**src/rtl/jcs_gate_exerciser_pkg.sv**
```systemverilog
// Shared definitions for the jcsbasic gate exerciser: demo mode codes,
// sequencer states and helpers that give the size of each mode's vector space.
package jcs_gate_exerciser_pkg;

  // Demo mode codes as presented on the mode selector.
  typedef enum logic [3:0] {
    MODE_BUF    = 4'd0,
    MODE_NOT    = 4'd1,
    MODE_NAND   = 4'd2,
    MODE_AND    = 4'd3,
    MODE_OR     = 4'd4,
    MODE_XOR    = 4'd5,
    MODE_DEC3   = 4'd6,
    MODE_ENABLE = 4'd7,
    MODE_BUS1   = 4'd8
  } mode_t;

  // Highest mode code that has a gate behind it; anything above is rejected.
  localparam logic [3:0] MODE_LAST = 4'd8;

  // Sequencer states.
  typedef enum logic [2:0] {
    ST_IDLE   = 3'd0,
    ST_APPLY  = 3'd1,
    ST_SETTLE = 3'd2,
    ST_CHECK  = 3'd3,
    ST_DWELL  = 3'd4,
    ST_FIN    = 3'd5
  } state_t;

  // True when the mode code selects an existing gate.
  function automatic logic mode_valid(input logic [3:0] mode);
    return (mode <= MODE_LAST);
  endfunction

  // Number of gate input bits exercised in a mode (0 for unknown codes).
  function automatic logic [3:0] mode_width(input logic [3:0] mode);
    logic [3:0] w;
    w = 4'd0;
    case (mode)
      MODE_BUF, MODE_NOT:                      w = 4'd1;
      MODE_NAND, MODE_AND, MODE_OR, MODE_XOR:  w = 4'd2;
      MODE_DEC3:                               w = 4'd3;
      MODE_ENABLE, MODE_BUS1:                  w = 4'd9;
      default:                                 w = 4'd0;
    endcase
    return w;
  endfunction

  // Index of the final vector of a mode, i.e. 2^W-1 (0 for unknown codes).
  function automatic logic [8:0] mode_last_vec(input logic [3:0] mode);
    logic [9:0] span;
    span = 10'd1 << mode_width(mode);
    return 9'(span - 10'd1);
  endfunction

endpackage

```
**src/rtl/jcs_gate_exerciser_golden.sv**
```systemverilog
// Golden reference for every jcsbasic demo gate: given the demo mode and the
// stimulus word, produce the LED[7:0] pattern a healthy board shows.
// Purely combinational so the sequencer can compare in the same cycle.
module jcs_golden
  import jcs_gate_exerciser_pkg::*;
(
  input  logic [3:0] mode,
  input  logic [8:0] stim,
  output logic [7:0] exp_resp
);

  // Select the expected LED pattern for the active gate; unknown modes read 0.
  always_comb begin
    exp_resp = 8'h00;
    case (mode)
      MODE_BUF:    exp_resp = {7'b0, stim[0]};
      MODE_NOT:    exp_resp = {7'b0, ~stim[0]};
      MODE_NAND:   exp_resp = {7'b0, ~(stim[1] & stim[0])};
      MODE_AND:    exp_resp = {7'b0, stim[1] & stim[0]};
      MODE_OR:     exp_resp = {7'b0, stim[1] | stim[0]};
      MODE_XOR:    exp_resp = {7'b0, stim[1] ^ stim[0]};
      MODE_DEC3:   exp_resp = 8'b1 << stim[2:0];
      MODE_ENABLE: exp_resp = stim[8] ? stim[7:0] : 8'h00;
      MODE_BUS1:   exp_resp = stim[8] ? {stim[7:1], 1'b1} : stim[7:0];
      default:     exp_resp = 8'h00;
    endcase
  end

endmodule

```
**src/rtl/jcs_gate_exerciser.sv**
```systemverilog
// Self-test sequencer for the jcsbasic gate demo. A START click locks the
// selected mode, then every input combination of that gate is driven on STIM,
// allowed to settle, and the muxed LED response is compared with the golden
// model. The run ends at the first mismatch or after the last vector; moving
// the mode selector mid-run abandons the run without a result.
module jcs_gate_exerciser
  import jcs_gate_exerciser_pkg::*;
#(
  parameter int unsigned SETTLE_CYCLES = 2,
  parameter int unsigned DWELL_CYCLES  = 25000000,
  parameter int unsigned CNT_W         = 25
) (
  input  logic       CLK,
  input  logic       RESETN,
  input  logic [3:0] MODE,
  input  logic       START,
  input  logic [7:0] RESP,
  output logic [8:0] STIM,
  output logic       BUSY,
  output logic       DONE,
  output logic       PASS,
  output logic [8:0] ERR_VEC,
  output logic [7:0] ERR_GOT
);

  // Counter reload values: the counter runs down to zero inclusive, so a
  // load of N-1 gives N cycles in the state.
  localparam logic [CNT_W-1:0] SETTLE_LOAD = CNT_W'(SETTLE_CYCLES - 1);
  localparam logic [CNT_W-1:0] DWELL_LOAD  =
    (DWELL_CYCLES == 0) ? '0 : CNT_W'(DWELL_CYCLES - 1);

  state_t           state;
  logic [3:0]       lmode;
  logic [8:0]       vec;
  logic [CNT_W-1:0] cnt;

  logic [7:0]       exp_resp;
  logic [8:0]       last_vec;
  logic             resp_ok;
  logic             vec_is_last;
  logic             cnt_zero;

  // Golden response for the locked mode and the vector currently applied.
  jcs_golden u_golden (
    .mode     (lmode),
    .stim     (vec),
    .exp_resp (exp_resp)
  );

  // Derive compare and end-of-walk conditions for the sequencer.
  always_comb begin
    last_vec    = mode_last_vec(lmode);
    resp_ok     = (RESP == exp_resp);
    vec_is_last = (vec == last_vec);
    cnt_zero    = (cnt == '0);
  end

  // Sequencer: run control, vector walk, settle/dwell timing and result capture.
  always_ff @(posedge CLK or negedge RESETN) begin
    if (!RESETN) begin
      state   <= ST_IDLE;
      lmode   <= 4'd0;
      vec     <= 9'd0;
      cnt     <= '0;
      STIM    <= 9'd0;
      BUSY    <= 1'b0;
      DONE    <= 1'b0;
      PASS    <= 1'b0;
      ERR_VEC <= 9'd0;
      ERR_GOT <= 8'h00;
    end else if (state == ST_IDLE || state == ST_FIN) begin
      if (START) begin
        lmode   <= MODE;
        vec     <= 9'd0;
        cnt     <= '0;
        PASS    <= 1'b0;
        ERR_VEC <= 9'd0;
        ERR_GOT <= 8'h00;
        if (mode_valid(MODE)) begin
          BUSY  <= 1'b1;
          DONE  <= 1'b0;
          state <= ST_APPLY;
        end else begin
          BUSY  <= 1'b0;
          DONE  <= 1'b1;
          state <= ST_FIN;
        end
      end
    end else if (MODE != lmode) begin
      state <= ST_IDLE;
      vec   <= 9'd0;
      cnt   <= '0;
      STIM  <= 9'd0;
      BUSY  <= 1'b0;
      DONE  <= 1'b0;
      PASS  <= 1'b0;
    end else begin
      case (state)
        ST_APPLY: begin
          STIM  <= vec;
          cnt   <= SETTLE_LOAD;
          state <= ST_SETTLE;
        end
        ST_SETTLE: begin
          if (cnt_zero) begin
            state <= ST_CHECK;
          end else begin
            cnt <= cnt - CNT_W'(1);
          end
        end
        ST_CHECK: begin
          if (!resp_ok) begin
            ERR_VEC <= vec;
            ERR_GOT <= RESP;
            PASS    <= 1'b0;
            BUSY    <= 1'b0;
            DONE    <= 1'b1;
            state   <= ST_FIN;
          end else if (vec_is_last) begin
            PASS  <= 1'b1;
            BUSY  <= 1'b0;
            DONE  <= 1'b1;
            state <= ST_FIN;
          end else if (DWELL_CYCLES == 0) begin
            vec   <= vec + 9'd1;
            state <= ST_APPLY;
          end else begin
            cnt   <= DWELL_LOAD;
            state <= ST_DWELL;
          end
        end
        ST_DWELL: begin
          if (cnt_zero) begin
            vec   <= vec + 9'd1;
            state <= ST_APPLY;
          end else begin
            cnt <= cnt - CNT_W'(1);
          end
        end
        default: begin
          state <= ST_IDLE;
          BUSY  <= 1'b0;
        end
      endcase
    end
  end

endmodule
```
**config.mk**
```make
export PLATFORM = sky130hd
export DESIGN_NAME = jcs_gate_exerciser
export DESIGN_NICKNAME = d
export VERILOG_FILES = /design/src/rtl/jcs_gate_exerciser_pkg.sv /design/src/rtl/jcs_gate_exerciser_golden.sv /design/src/rtl/jcs_gate_exerciser.sv
export SDC_FILE = /design/constraint.sdc
export NUM_CORES = 1
export LEC_CHECK = 0
export ABC_AREA = 0
export CORE_UTILIZATION = 40
export CTS_CLUSTER_DIAMETER = 200
export DETAILED_ROUTE_END_ITERATION = 16
export GPL_ROUTABILITY_DRIVEN = 0
export PLACE_DENSITY = 0.66
export SLEW_MARGIN = 5
export SYNTH_ARGS = -nofsm -noshare
export SYNTH_HDL_FRONTEND = slang
export SYNTH_SLANG_ARGS = --single-unit
```
**constraint.sdc**
```tcl
create_clock -name CLK -period 2.7 [get_ports CLK]
set_input_delay 0.54 -clock CLK [delete_from_list [all_inputs] [get_ports CLK]]
set_output_delay 0.54 -clock CLK [all_outputs]
set_load 0.05 [all_outputs]
```
* After elaboration in Yosys (flattened, before gate mapping)
Memory sizes are Yosys's and may differ from the RTL's. Cells that the tools add are included.
Word-level totals: bits in registers 70, memories 1, logic and storage cells 124, ROM bits 48
Memory list:
- (no name shown) | depth 16, bits a word 3, read ports 1, clocked after memory_dff 0, wr ports 0, line jcs_gate_exerciser_pkg.sv:40 | case (mode)
Cells by class: multiplexer cells 54, order comparisons 1, add/subtract/negate cells 3, shift-type cells 2, reduce and logical (&&, ||, !) cells 20, bitwise logic cells 6, eq/ne operators 27
Operators with widths (count):
- 25-bit 2-to-1 mux | 6
- 9-bit 2-to-1 mux | 11
- 25-bit one-hot mux with 3 select lines | 1
- 8-bit one-hot mux with 9 select lines | 1
- 8-bit 2-to-1 mux | 6
- 25-bit logical NOT | 1
- 25-bit by 1-bit subtractor with 25-bit output (second input constant) | 1
- 1-bit 2-to-1 mux | 21
- 3-bit 2-to-1 mux | 6
- 4-bit by 3-bit == test with 1-bit output (second input constant) | 4
- 4-bit != test (second input constant) | 4
- 3-bit one-hot mux with 4 select lines | 1
- 3-bit AND reduction | 4
- 9-bit by 1-bit adder with 9-bit output (second input constant) | 1
- 9-bit == test | 1
- 3-bit nonzero test | 3
- 1-bit by 4-bit left shift with 9-bit output (first input constant) | 1
- 9-bit by 1-bit subtractor with 9-bit output (second input constant) | 1
- 4-bit by 2-bit == test with 1-bit output (second input constant) | 2
- 8-bit == test | 1
- 1-bit by 3-bit left shift with 8-bit output (first input constant) | 1
- 3-bit by 2-bit == test with 1-bit output (second input constant) | 2
- 3-bit == test (second input constant) | 2
- 5-bit != test (second input constant) | 1
- 25 further kinds | 30

* Logic depth before layout (Yosys ltp)
An unclocked memory read counts as a cell.
word-level depth 9, gate-level depth with buffers 13, gate-level depth less buffers 11

* By module
Synthesis repeated with hierarchy kept, for this count alone.
Unflattened totals: cell total of the unflattened synthesis 528, area, all modules 4381.7 µm²
Modules (own cells, without submodules):
- jcs_gate_exerciser | area each 4091.4 µm², times used 1, seq. area each 1751.7 µm², cells an instance 493
- jcs_golden | area each 290.3 µm², times used 1, seq. area each 0.0 µm², cells an instance 35

* Worst setup path after synthesis
OpenSTA, ideal clock, no wires.
path type register to register, from reg lmode[1], to reg cnt[0], setup slack 8 ps, path buffers 1, arrival 2564 ps, cell stages (with the launch flop) 12, clock period less this slack 2692 ps, cell sequence dfrtp_1 or4b_4 nand2_1 ha_1 xor2_1 nand3_1 a2111oi_0 or4_4 o21ai_4 and2_1 buf_4 o22ai_1
Between the ends: word-level cells in the longest chain between the ends 6
RTL lines:
- start, declared | line jcs_gate_exerciser.sv:33 | logic [3:0] lmode;
- start signal, assigned | line jcs_gate_exerciser.sv:62 | lmode <= 4'd0;
- start signal, assigned | line jcs_gate_exerciser.sv:73 | lmode <= MODE;
- memory 16 x 3 bit
- 1-bit by 4-bit left shift with 9-bit output | line jcs_gate_exerciser_pkg.sv:53 | span = 10'd1 << mode_width(mode);
- 9-bit by 1-bit subtractor with 9-bit output | line jcs_gate_exerciser_pkg.sv:54 | return 9'(span - 10'd1);
- 9-bit == test | line jcs_gate_exerciser.sv:54 | vec_is_last = (vec == last_vec);
- 4-bit != test (no source line)
- 5-bit AND reduction (no source line)
- end signal, assigned | line jcs_gate_exerciser.sv:108 | cnt <= cnt - CNT_W'(1);
- end signal, assigned | line jcs_gate_exerciser.sv:137 | cnt <= cnt - CNT_W'(1);
- end, declared | line jcs_gate_exerciser.sv:35 | logic [CNT_W-1:0] cnt;
Several ways; a longest one is shown, not always the timed one. A chain may end at the register's enable or synchronous reset.

* Final worst setup path
from reg lmode[1], to reg cnt[11]
Same word-level chain as after synthesis.

==> results.yml <==
sta:
  setup_viol: 16
  period_needed_ns: 2.77
  max_slew_margin_pct: 58.1
  hold_violations: 0
  clock_skew_ns: 0.00697
  fmax_ghz: 0.361
  whs_ns: 0.202
  min_period_over_period_pct: 103
  drv_slew: 0
  worstMarginPinSlew_ns: 0.623
  setup_slack_ns: -0.0722
  rsz0062_at_grt: "true"
clock_network:
  htree_num_levels: 3
  cts_tree: "yes"
  clock_path_buffers: 2
  clock_sinks: 70
  insertion_delay_ns: 0.34
  cts_buffers: 9
  path_clk_slew_ns: 0.06
  root_buffer: "clkbuf_16"
floorplan:
  io_pins: 44
  fp.dieH_um: 109
  die_area_um2: 11900
  initial_core_util_pct: 41.6
  rows: 38
  core_area_um2: 11000
  die_x_um: 109
yosys:
  syn_inst: 537
  async_flop_share_pct: 100
  avgSynthCellArea_um2: 8.55
  synth_nets: 561
  synth_seq_cells: 70
  yosysTopAreaCellShare_pct: 38.1
  synth_area_um2: 4590
  synth_edf_count: 0
  synth_top_area_cell: "dfrtp_1"
  synth_ff_type: "dfrtp_1"
  yosysSeqAreaShare_pct: 38.1
  synth_cell_types: 68
  yosys_warnings: 0
  synth_area_leaders: "dfrtp_1 (38%), nand2_1 (5.6%), o21ai_0 (4.2%)"
detailed_routing:
  met1_length_um: 6130
  firstDrtPassIters: 5
  drt_wl_total_um: 12700
  ant_nets: 0
  drt-initial-drc-count: 385
  vias: 4336
  wl_per_cell_um: 16.5
  met2_length_um: 5680
  top_layer: "met4"
  met3_length_um: 711
  viasPerCell: 5.65
  drc: 0
cells_and_area:
  synthToLayoutAreaGrowth_pct: 31.7
  utilization_pct: 54.8
  final_cell_count_no_fill: 768
  layout_commonest_cell: "dfrtp_1"
  drive_above_1_share_pct: 21.0
  fillers: 1019
  nets: 647
  final_area_um2: 6050
  final_cell_mix: "dfrtp_1 (70), nand2_1 (66), buf_4 (65)"
  diodes: 0
grt:
  grt_max_degree: 33
  grt-ovfl-total: 0
  grt_pass1_wl_um: 20900
  grt_pass1_vias: 4060
  antenna_found_initial: 0
  grt_use_total_pct: 22.7
critical_path:
  path_max_fanout: 6
  ff2ff_setup_slack_ns: -0.07
  path_class: "reg -> reg"
  critical_path.startpoint_type: "register"
  arrival_ns: 3.04
  cp-end-kind: "register"
  cp.required_ns: 2.96
  worstPathCellList: "or4b_4 -> nand2_4 -> ha_4 -> xor2_1 -> nand3_1 -> a2111oi_2 -> or4_4 -> o21ai_4 -> and2_4 -> a2bb2oi_2"
  crit_slowest_cell: "or4_4"
  r2r_cells: 10
  reg2reg_from: "lmode[1]"
  max_stage_delay_ns: 0.57
  r2r_end: "cnt[11]"
power_and_ir_drop:
  ir_drop_v: 0.000352
  power.leakage_nw: 2.69
  p_per_area_nw_per_um2: 882
run_status:
  status: "finished with violations"
  violations: "negative setup slack"
placed_design:
  io_buffer_count: 43
  pre_cts_ws_ns: -0.242
  hpwl_um: 9150
  dpl-instance-area_um2: 5530
  placedCellCount: 747
hold_path:
  hp-class: "in -> async"
flow_run:
  max_cap_violations: 0
## metrics by stage
step | power [mW] | setup TNS [ns]
global route | 5.68 | -4.90
detailed placement | 3.93 | -4.67
floorplan | 3.11 | 0
CTS | 5.21 | -1.00
global placement | 3.86 | -1.34
finish | 5.33 | -0.675
## layer usage
layer | up-vias | global-route usage (%)
met5 | - | 0
met2 | 153 | 34.1
met1 | 2065 | 33.0
met4 | 0 | 7.24
li1 | 2102 | -
met3 | 16 | 3.71
## worst max path at each step
stage | endpoint | slack [ns] | cells past startpoint | startpoint
after floorplan | cnt[0] | 0.008 | 11 | lmode[1]
after global placement | cnt[0] | -0.14 | 11 | lmode[0]
after detailed placement | cnt[0] | -0.24 | 11 | lmode[0]
after CTS | cnt[11] | -0.10 | 10 | lmode[1]
after global routing | cnt[11] | -0.15 | 10 | lmode[1]
final | cnt[11] | -0.07 | 10 | lmode[1]
## power breakdown
part           internal [mW]  switching [mW]
registers               1.19           0.161
clock network          0.718           0.479
logic                   1.18            1.61
total                   3.09            2.25
## synthesized netlist by cell type, types with 3 or more instances
cell,number
nor3_1,14
nor2_1,43
or3_1,11
a31oi_1,8
nand2_1,68
nand3_1,17
inv_1,23
nor4_1,7
o22ai_1,9
xor2_1,8
nor3b_1,6
dfrtp_1,70
o211ai_1,4
a22oi_1,12
buf_2,8
a21oi_1,32
ha_1,9
and2_1,5
xnor2_1,14
mux2i_1,19
buf_1,3
o31ai_1,10
clkbuf_1,22
a21o_1,7
nand4_1,4
nor4b_1,4
mux2_2,4
a2bb2oi_2,5
or4_1,5
o21ai_0,39
## critical path, delay by kind of cell, from the launching register on
kind | cells | cell delay [ns]
AOI/OAI and AO/OA | 3 | 0.42
xor gates and xnor gates | 1 | 0.14
DFF | 1 | 0.38
adders and majority gates | 1 | 0.19
and+or+nand+nor | 5 | 1.57
## state kept, by name, summed over array words and instances, names as in the netlist
name     cells
state        3
vec          9
STIM         9
DONE         1
ERR_GOT      8
lmode        4
BUSY         1
cnt         25
PASS         1
ERR_VEC      9
## cell families (layout without fill, tap and decap cells)
kind of cell,count (synthesis),count (layout),share of synthesized area (%)
compound gates,146,146,21.2
xor+xnor,22,22,4.20
fa+ha+maj,10,10,2.67
buf+inv,61,152,5.94
flops,70,70,38.1
mux,23,23,5.12
simple gates,205,205,22.7
## layout make-up
type                            instances  area [um2]  share of cell area, %
Inverter                               23        86.3                   1.43
Clock inverter                          7        73.8                   1.22
Timing Repair Buffer                  113        1010                   16.8
Multi-Input combinational cell        406        2720                   45.0
Sequential cell                        70        1750                   29.0
Tap cell                              140         175                   2.90
Clock buffer                            9         225                   3.72
## what timing repair did
item	in CTS	in global routing
gates cloned	0	2
pin swaps	12	4
endpoints found under the hold margin	0	0
setup endpoints to repair	41	53
gates resized for setup	12	17
buffers inserted	4	0
hold buffers	0	0
Power figures use the tool's default switching activity.
